<file path="config.mk">
export PLATFORM = sky130hd
export DESIGN_NAME = acc_core_mc
export DESIGN_NICKNAME = d
export VERILOG_FILES = /design/src/rtl/acc_pkg.sv /design/src/rtl/acc_alu.sv /design/src/rtl/acc_core_mc.sv
export SDC_FILE = /design/constraint.sdc
export NUM_CORES = 1
export LEC_CHECK = 0
export CORE_MARGIN = 5
export CORE_UTILIZATION = 55
export CTS_CLUSTER_SIZE = 24
export DETAILED_ROUTE_END_ITERATION = 8
export PLACE_DENSITY = 0.77
export SYNTH_ARGS = -nofsm -noshare
export SYNTH_HDL_FRONTEND = slang
export SYNTH_SLANG_ARGS = --single-unit
</file>
<file path="constraint.sdc">
create_clock -name clk -period 5.93 [get_ports clk]
set_input_delay 0.8895 -clock clk [delete_from_list [all_inputs] [get_ports clk]]
set_output_delay 0.8895 -clock clk [all_outputs]
set_load 0.005 [all_outputs]
</file>
<file path="src/rtl/acc_pkg.sv">
// Shared encodings for the multi-channel accumulator (acc_core_mc and acc_alu).
package acc_pkg;

    typedef enum logic [1:0] {
        ST_IDLE  = 2'd0,
        ST_RUN   = 2'd1,
        ST_DRAIN = 2'd2
    } acc_state_t;

    localparam logic ACC_MODE_SUM = 1'b0;
    localparam logic ACC_MODE_MAX = 1'b1;

endpackage

</file>
<file path="src/rtl/acc_alu.sv">
// Combinational accumulate step: running sum with carry-out, or running max.
// ACC_SAT_EN: a sum carry clamps the result to all-ones instead of wrapping.
module acc_alu
    import acc_pkg::*;
#(
    parameter int IN_DATA_WIDTH = 8,
    parameter int DWIDTH        = IN_DATA_WIDTH * 4
) (
    input  logic [DWIDTH-1:0]        acc,
    input  logic [IN_DATA_WIDTH-1:0] number,
    input  logic                     mode,
    output logic [DWIDTH-1:0]        nxt,
    output logic                     ovf
);

    logic [DWIDTH-1:0] num_ext;
    logic [DWIDTH:0]   sum_w;

    assign num_ext = DWIDTH'(number);
    assign sum_w   = {1'b0, acc} + {1'b0, num_ext};

    always_comb begin
        nxt = acc;
        ovf = 1'b0;
        if (mode == ACC_MODE_MAX) begin
            nxt = (num_ext > acc) ? num_ext : acc;
        end else begin
            ovf = sum_w[DWIDTH];
`ifdef ACC_SAT_EN
            nxt = sum_w[DWIDTH] ? '1 : sum_w[DWIDTH-1:0];
`else
            nxt = sum_w[DWIDTH-1:0];
`endif
        end
    end

endmodule

</file>
<file path="src/rtl/acc_core_mc.sv">
// Multi-channel accumulator: per-channel sum/max, per-sample echo, ordered drain on run_i fall.
// ACC_SAT_EN (applied inside acc_alu) selects saturating instead of wrapping sums.
//
// state    | meaning
// ST_IDLE  | waiting for run_i; accumulators hold the previous session's values
// ST_RUN   | accepting samples and echoing each updated channel value
// ST_DRAIN | one gap cycle, then one final beat per channel in index order
module acc_core_mc
    import acc_pkg::*;
#(
    parameter int IN_DATA_WIDTH = 8,
    parameter int DWIDTH        = IN_DATA_WIDTH * 4,
    parameter int NUM_CH        = 4,
    parameter int CH_WIDTH      = $clog2(NUM_CH)
) (
    input  logic                     clk,
    input  logic                     reset_n,
    input  logic                     run_i,
    input  logic                     mode_i,
    input  logic                     valid_i,
    input  logic [CH_WIDTH-1:0]      ch_i,
    input  logic [IN_DATA_WIDTH-1:0] number_i,
    output logic                     valid_o,
    output logic [CH_WIDTH-1:0]      ch_o,
    output logic [DWIDTH-1:0]        result_o,
    output logic                     final_o,
    output logic                     last_o,
    output logic                     ovf_o,
    output logic                     busy_o
);

    acc_state_t          state;
    logic [DWIDTH-1:0]   acc_q [NUM_CH];
    logic [NUM_CH-1:0]   ovf_q;
    logic                mode_q;
    logic                drn_wait;
    logic [CH_WIDTH-1:0] drn_k;

    logic              idle;
    logic              accept;
    logic [DWIDTH-1:0] acc_cur;
    logic [DWIDTH-1:0] alu_nxt;
    logic              ovf_cur;
    logic              op_mode;
    logic              alu_ovf;

    // A sample arriving with the session start sees a cleared channel and the incoming mode.
    assign idle    = (state == ST_IDLE);
    assign accept  = valid_i && run_i && (state != ST_DRAIN);
    assign acc_cur = idle ? '0 : acc_q[ch_i];
    assign ovf_cur = idle ? 1'b0 : ovf_q[ch_i];
    assign op_mode = idle ? mode_i : mode_q;

    acc_alu #(
        .IN_DATA_WIDTH (IN_DATA_WIDTH),
        .DWIDTH        (DWIDTH)
    ) u_alu (
        .acc    (acc_cur),
        .number (number_i),
        .mode   (op_mode),
        .nxt    (alu_nxt),
        .ovf    (alu_ovf)
    );

    always_ff @(posedge clk or negedge reset_n) begin
        if (!reset_n) begin
            state    <= ST_IDLE;
            mode_q   <= ACC_MODE_SUM;
            drn_wait <= 1'b0;
            drn_k    <= '0;
            for (int i = 0; i < NUM_CH; i++) acc_q[i] <= '0;
            ovf_q    <= '0;
            valid_o  <= 1'b0;
            ch_o     <= '0;
            result_o <= '0;
            final_o  <= 1'b0;
            last_o   <= 1'b0;
            ovf_o    <= 1'b0;
            busy_o   <= 1'b0;
        end else begin
            valid_o <= 1'b0;
            final_o <= 1'b0;
            last_o  <= 1'b0;
            case (state)
                ST_IDLE: begin
                    if (run_i) begin
                        for (int i = 0; i < NUM_CH; i++) acc_q[i] <= '0;
                        ovf_q  <= '0;
                        mode_q <= mode_i;
                        state  <= ST_RUN;
                        busy_o <= 1'b1;
                    end
                end
                ST_RUN: begin
                    if (!run_i) begin
                        state    <= ST_DRAIN;
                        drn_wait <= 1'b1;
                        drn_k    <= '0;
                    end
                end
                ST_DRAIN: begin
                    // The gap cycle keeps the last echo and the first drain beat apart.
                    if (drn_wait) begin
                        drn_wait <= 1'b0;
                    end else begin
                        valid_o  <= 1'b1;
                        final_o  <= 1'b1;
                        ch_o     <= drn_k;
                        result_o <= acc_q[drn_k];
                        ovf_o    <= ovf_q[drn_k];
                        drn_k    <= drn_k + 1'b1;
                        if (drn_k == CH_WIDTH'(NUM_CH - 1)) begin
                            last_o <= 1'b1;
                            state  <= ST_IDLE;
                            busy_o <= 1'b0;
                        end
                    end
                end
                default: begin
                    state  <= ST_IDLE;
                    busy_o <= 1'b0;
                end
            endcase
            if (accept) begin
                acc_q[ch_i] <= alu_nxt;
                ovf_q[ch_i] <= ovf_cur | alu_ovf;
                valid_o     <= 1'b1;
                ch_o        <= ch_i;
                result_o    <= alu_nxt;
                ovf_o       <= ovf_cur | alu_ovf;
            end
        end
    end

endmodule

</file>
==> results.txt <==
result of the run -> finished clean
class of the worst hold path -> reg -> reg
antenna-violating nets left -> 0
initial antenna violation count -> 0
clock latency at the later pin of the worst-skew pair -> 440 ps
CTS buffer count -> 17
worst-margin pin slew -> 1110 ps
DRT iter0 DRCs -> 1041
CTS tree -> built
row cnt -> 49
CTS root buf -> clkbuf_16
RSZ-0062 raised after global routing -> false
Clock Path Buffers -> 2
warnings from Yosys -> 0
Final Hold Viols -> 0
Post-Synthesis Cell Area -> 9980 um^2
DR vias/cell -> 6.80
Nets -> 1017
Net Sw Frac -> 35.4%
vias in the first global route -> 8386
Die Width -> 145 um
Layout Cells excl Fill -> 1220
residual DRC count -> 0
Initial Util -> 55.7%
final worst-path cycle share -> 78.4%
die area -> 20900 um^2
final setup fails -> 0
Detailed Place HPWL -> 19300 um
synthesized instance count -> 953
maxcap violations -> 0
count leader, synth -> dfrtp_1
IO buf count -> 53
Internal -> 2540 uW
drt wl/cell -> 23.7 um
Worst EP required -> 6310 ps
Post-CTS Setup Inserts -> 0
total track usage -> 29.0%
Final min period -> 4650 ps
#FFs+latches synth -> 177
Worst VDD drop -> 233 uV
final setup skew -> 11.0 ps
share of the synthesized area in the top cell type -> 44.4%
Combinational Power Share -> 34.1%
Routability Congestion -> 0.951
top_reg_cell synth -> dfrtp_1
Post-synth EDFFs -> 0
pin count of the biggest net entering global routing -> 87
sequential cell area fraction in the yosys report -> 44.4%
Clock transition at path regs -> 70 ps
area grow syn2layout -> 12.4%
io pins -> 54
CP startpoint kind -> register
Mapped Avg Cell Area -> 10.5 um^2
Synth area leader -> dfrtp_1
total number of vias -> 8301
Seq pwr share -> 39.6%
Psw -> 1390 uW
Syn Nets -> 990
first-pass GRT wire length -> 46300 um
CTS H-tree depth -> 4
share of cells above drive strength 1 -> 12.7%
Post-Route WL -> 28900 um
Crit. End Element -> register
synth top area cells -> dfrtp_1, mux4_2, nand2_1
post_cts resized -> 0
Commonest cells post-synth -> dfrtp_1, nand2_1, o21ai_1
Core ar. -> 17900 um^2
Crit Path Category -> reg -> reg
clock sinks -> 177
first drt pass iteration count -> 5
critical path peak fanout -> 26
placed cell count -> 1190
Max Clock Freq -> 215 MHz
worst path arrival time -> 5020 ps
slew margin rel. -> 25.2%
Die Height -> 145 um
Pleak -> 0.00465 uW
cts hold-fix bufs -> 0
Clk network pwr share -> 26.3%
Pwr per Cell Area -> 351 nW/um^2
Final Max Slew Viols -> 0
gr ovfl total -> 0
ys async rst share -> 100%
ant diodes -> 0
setup TNS -> 0 ps
synth unique cells -> 57
## power groups by stage
stage	clock network [uW]	logic, uW	registers [uW]
finish	1040	1340	1560
global route	1090	1450	1590
CTS	1040	1330	1550
detailed placement	0	1320	1580
global placement	0	1300	1570
floorplan	0	852	1490
## cells by family (layout without fill, tap and decap cells)
logic type | after synthesis | count (layout) | share of synthesized area (%)
compound gates | 236 | 236 | 15.0
xor+xnor | 28 | 28 | 2.46
fa+ha+maj | 22 | 22 | 2.83
buf+inv | 90 | 128 | 3.60
flops | 177 | 177 | 44.4
mux | 85 | 85 | 16.8
simple gates | 315 | 315 | 14.9
## through the flow
step                      setup slack [ps]  total power, uW  util, %  instance area (um^2)  hold WS, ps
after floorplan                        805             2340        -                  9980          431
after global placement                1150             2870     59.7                 10700          469
after detailed placement              1060             2900     59.7                 10700          473
after CTS                             1470             3920     62.6                 11200          482
after global routing                  1020             4130     62.6                 11200          499
final                                 1280             3940     62.6                 11200          496
## worst max-delay path, stage by stage (launching register included)
cell	delay, ps
dfrtp_1	590
or2_1	490
buf_4	390
and2_1	240
inv_1	60
ha_1	350
a21oi_1	140
o31a_1	200
a211oi_1	220
nor4b_1	990
nand3_1	290
xor2_1	410
a22o_1	210
## cell type report
cell class,instances,area [um^2]
Fill cell,1441,6690
Multi-Input combinational cell,686,5190
Sequential cell,177,4430
Timing Repair Buffer,78,709
Clock buffer,24,452
Tap cell,229,287
Inverter,20,75.1
Clock inverter,6,62.6
## path summary, 6_finish.rpt
path                                       from                       end  slack [ps]  depth (start not counted)
max in group asynchronous               reset_n       acc_q[59]$_DFF_PN0_        4160                          2
setup / recovery           state[1]$_DFFE_PN0P_       acc_q[27]$_DFF_PN0_        1280                         12
hold reg to reg             ch_o[1]$_DFFE_PN0P_       ch_o[1]$_DFFE_PN0P_         500                          2
hold / removal              ch_o[1]$_DFFE_PN0P_       ch_o[1]$_DFFE_PN0P_         500                          2
setup reg to reg           state[1]$_DFFE_PN0P_       acc_q[27]$_DFF_PN0_        1280                         12
min in group asynchronous               reset_n  result_o[26]$_DFFE_PN0P_         520                          1
## routing by layer
| metal | vias to the layer above | track usage [%] | wire length (um) |
|---|---|---|---|
| met5 | - | 0 | 0 |
| met4 | 0 | 12.3 | 1140 |
| met3 | 102 | 5.52 | 2400 |
| met2 | 460 | 45.9 | 13900 |
| met1 | 4147 | 39.7 | 11500 |
| li1 | 3592 | - | - |
## layout by cell type (no fill, tap or decap), types with 7 or more instances in the layout
cell type,Yosys,final
a21oi_1,33,33
a22o_1,16,16
and2_1,14,14
and3_1,27,27
buf_4,1,25
clkbuf_1,61,7
clkbuf_16,0,17
clkdlybuf4s50_1,0,50
dfrtp_1,177,176
ha_1,21,21
inv_1,18,18
mux2i_1,18,18
mux4_2,66,66
nand2_1,137,137
nand3_1,48,47
nand4_1,11,11
nor2_1,33,33
nor2b_1,7,7
nor3_1,8,8
nor4_1,7,7
o21ai_0,31,31
o21ai_1,77,77
o221ai_1,20,20
o22ai_1,18,18
xnor2_1,13,13
xor2_1,15,15
## state kept, by name, summed over array words and instances (netlist names)
| name | count |
|---|---|
| acc_q | 128 |
| result_o | 32 |
| ovf_q | 4 |
| ch_o | 2 |
| drn_k | 2 |
| state | 2 |
| busy_o | 1 |
| drn_wait | 1 |
| final_o | 1 |
| last_o | 1 |
| mode_q | 1 |
| ovf_o | 1 |
| valid_o | 1 |
(Power assumes the default switching activity.)
==> RTL change: new RTL, same settings <==
The parameter `NUM_CH` goes from 4 to 2.
--- a/src/rtl/acc_core_mc.sv
+++ b/src/rtl/acc_core_mc.sv
@@ -12,3 +12,3 @@
     parameter int DWIDTH        = IN_DATA_WIDTH * 4,
-    parameter int NUM_CH        = 4,
+    parameter int NUM_CH        = 2,
     parameter int CH_WIDTH      = $clog2(NUM_CH)
Interface: changed (resized ch_i and ch_o); port bits go from 54 to 52. No check against the original RTL was run, so the function may have changed too.
==> RTL change against the unedited design <==
Combinational power decreased by 26%. Non-clock buffer count decreased by 17. Sequential power decreased by 41%. Total power decreased by 34%. Worst setup slack improved by 0.55 ns. Synthesized area decreased by 31%. Sequential cell count decreased by 68. Routed wire length decreased by 34%. Clock skew decreased by 0.00096 ns. Cell area decreased by 30%. Count of clock-buffer cells in the layout decreased by 13. Critical path type is now in2reg. Largest power group is now combinational logic.
==> RTL change: results (changes against the unedited design) <==
[final_layout]
n_fill_cell = 1014  ; was 1,441
num-multi-input-gates = 559  ; was 686
seq_area_sq_um = 2729  ; was 4431 sq um
multiInputGateArea_sq_um = 3889  ; was 5194 sq um
top_regs = acc_q (64), result_o (32)  ; was acc_q (128), result_o (32), ovf_q (4)
nonClkBufAreaFrac_pct = 7.398  ; was 6.329%
nNetsFinal = 795  ; was 1,017
drive_gt1_share_pct = 7.963  ; was 12.71%
buffers_excl_clock = 61  ; was 78

[placement]
port_buffers = 51  ; was 53
gp_congestion = 0.9053  ; was 0.9511
dp.final_hpwl_mm = 12.44  ; was 19.28 mm

[setup_path]
reg2reg_slack_ns = 2.11  ; was 1.28 ns
critical_path_class = in2reg  ; was reg2reg
max_stage_delay_ns = 0.73  ; was 0.99 ns
cpMaxStageDelayCell = a21boi_1  ; was nor4b_1
crit_path_start = ch_i  ; was state[1]
rr_worst_depth = 10  ; was 12
crit_family = compound AO/OA/AOI/OAI gates  ; was simple AND/OR/NAND/NOR gates
r2r-end = result_o[13]  ; was acc_q[27]

[yosys]
ys_seq_area_share_pct = 39.42  ; was 44.39%
syn_nets = 774  ; was 990
synth_common_cells = dfrtp_1 (109), mux2i_1 (74), nand3_1 (70), nor2_1 (61), a21oi_1 (56)  ; was dfrtp_1 (177), nand2_1 (137), o21ai_1 (77), mux4_2 (66), clkbuf_1 (61)
synth.area.top_cells = dfrtp_1 (39%), mux2i_1 (11%), nand3_1 (5.1%)  ; was dfrtp_1 (44%), mux4_2 (15%), nand2_1 (5.2%)
ys_types = 64  ; was 57

[global_routing]
grt.met3_usage_pct = 6.082  ; was 5.521%
grt_pass1_wl_mm = 31.31  ; was 46.31 mm
grt_util_all_layers_pct = 26.52  ; was 29.00%

[sta]
fin_hold_ws_ns = 0.4940  ; was 0.4959 ns
fin_skew_ns = 0.01009  ; was 0.01105 ns
relSlewSlack_pct = 33.29  ; was 25.17%

[route]
drt_iter0_markers = 703  ; was 1,041
vias = 6079  ; was 8,301
wl_mm = 19.02  ; was 28.88 mm

[worst_hold_path]
worstHoldStart = result_o[26]  ; was ch_o[1]
whs_endpoint = result_o[26]  ; was ch_o[1]

[clock_network]
cts_setup_buffers = 0  ; unchanged
cts.sinks = 109  ; was 177
cts_buffers = 9  ; was 17
cts.htree.levels = 3  ; was 4

[outcome]
status = finished, final reports clean  ; unchanged

[power]
p_leak_uw = 0.003184  ; was 0.004648 uW

[RTL change: cell count changes in the layout (fill, tap and decap cells not counted), sizes merged, moves of 17 or more]
cell	change
nand2	-104
dfrtp	-68
mux4	-66
mux2i	+56
o21ai	-54
nor2	+29
a21oi	+23
and3	-22
nand3	+22
o22ai	-17
[RTL change: per-stage QoR]
stage	power, uW	instances	instance area (sq um)	worst slack, ns	utilization (%)
6_report	2595	938	7814	1.836	62.68
4_1_cts	2583	938	7814	1.918	62.68
5_1_grt	2737	938	7814	1.517	62.68
3_3_place_gp	1890	922	7490	1.720	60.08
3_5_place_dp	1916	922	7490	1.578	60.08
2_1_floorplan	1604	740	6919	1.745	-
[RTL change: tightest hold or removal path, stage by stage (launching register included)]
cell	delay [ns]
dfrtp_1	0.35
nand2_1	0.05
o221ai_1	0.06
[RTL change: cell families (layout without fill, tap and decap cells)]
| kind of cell | after synthesis | in the layout | share of synthesized area (%) |
|---|---|---|---|
| muxes | 77 | 77 | 11.19 |
| and+or+nand+nor | 227 | 227 | 17.00 |
| adders and majority gates | 20 | 20 | 3.725 |
| DFF | 109 | 109 | 39.42 |
| xor gates and xnor gates | 21 | 21 | 2.658 |
| buffers and inverters | 72 | 98 | 4.593 |
| AOI/OAI and AO/OA | 214 | 214 | 21.41 |
[RTL change: report_power, final]
group | switching, uW | internal, uW | leakage (uW)
combinational | 647 | 351 | 0.00154
clock | 288 | 383 | 0.000156
sequential | 85.9 | 840 | 0.00148
[RTL change: routing by layer]
| layer | wire length (um) | share of wire, % | vias up |
|---|---|---|---|
| met5 | 0 | 0 | - |
| met4 | 450 | 2.4 | 0 |
| met3 | 1551 | 8.2 | 43 |
| met2 | 8781 | 46 | 270 |
| met1 | 8237 | 43 | 2975 |
| li1 | - | - | 2791 |
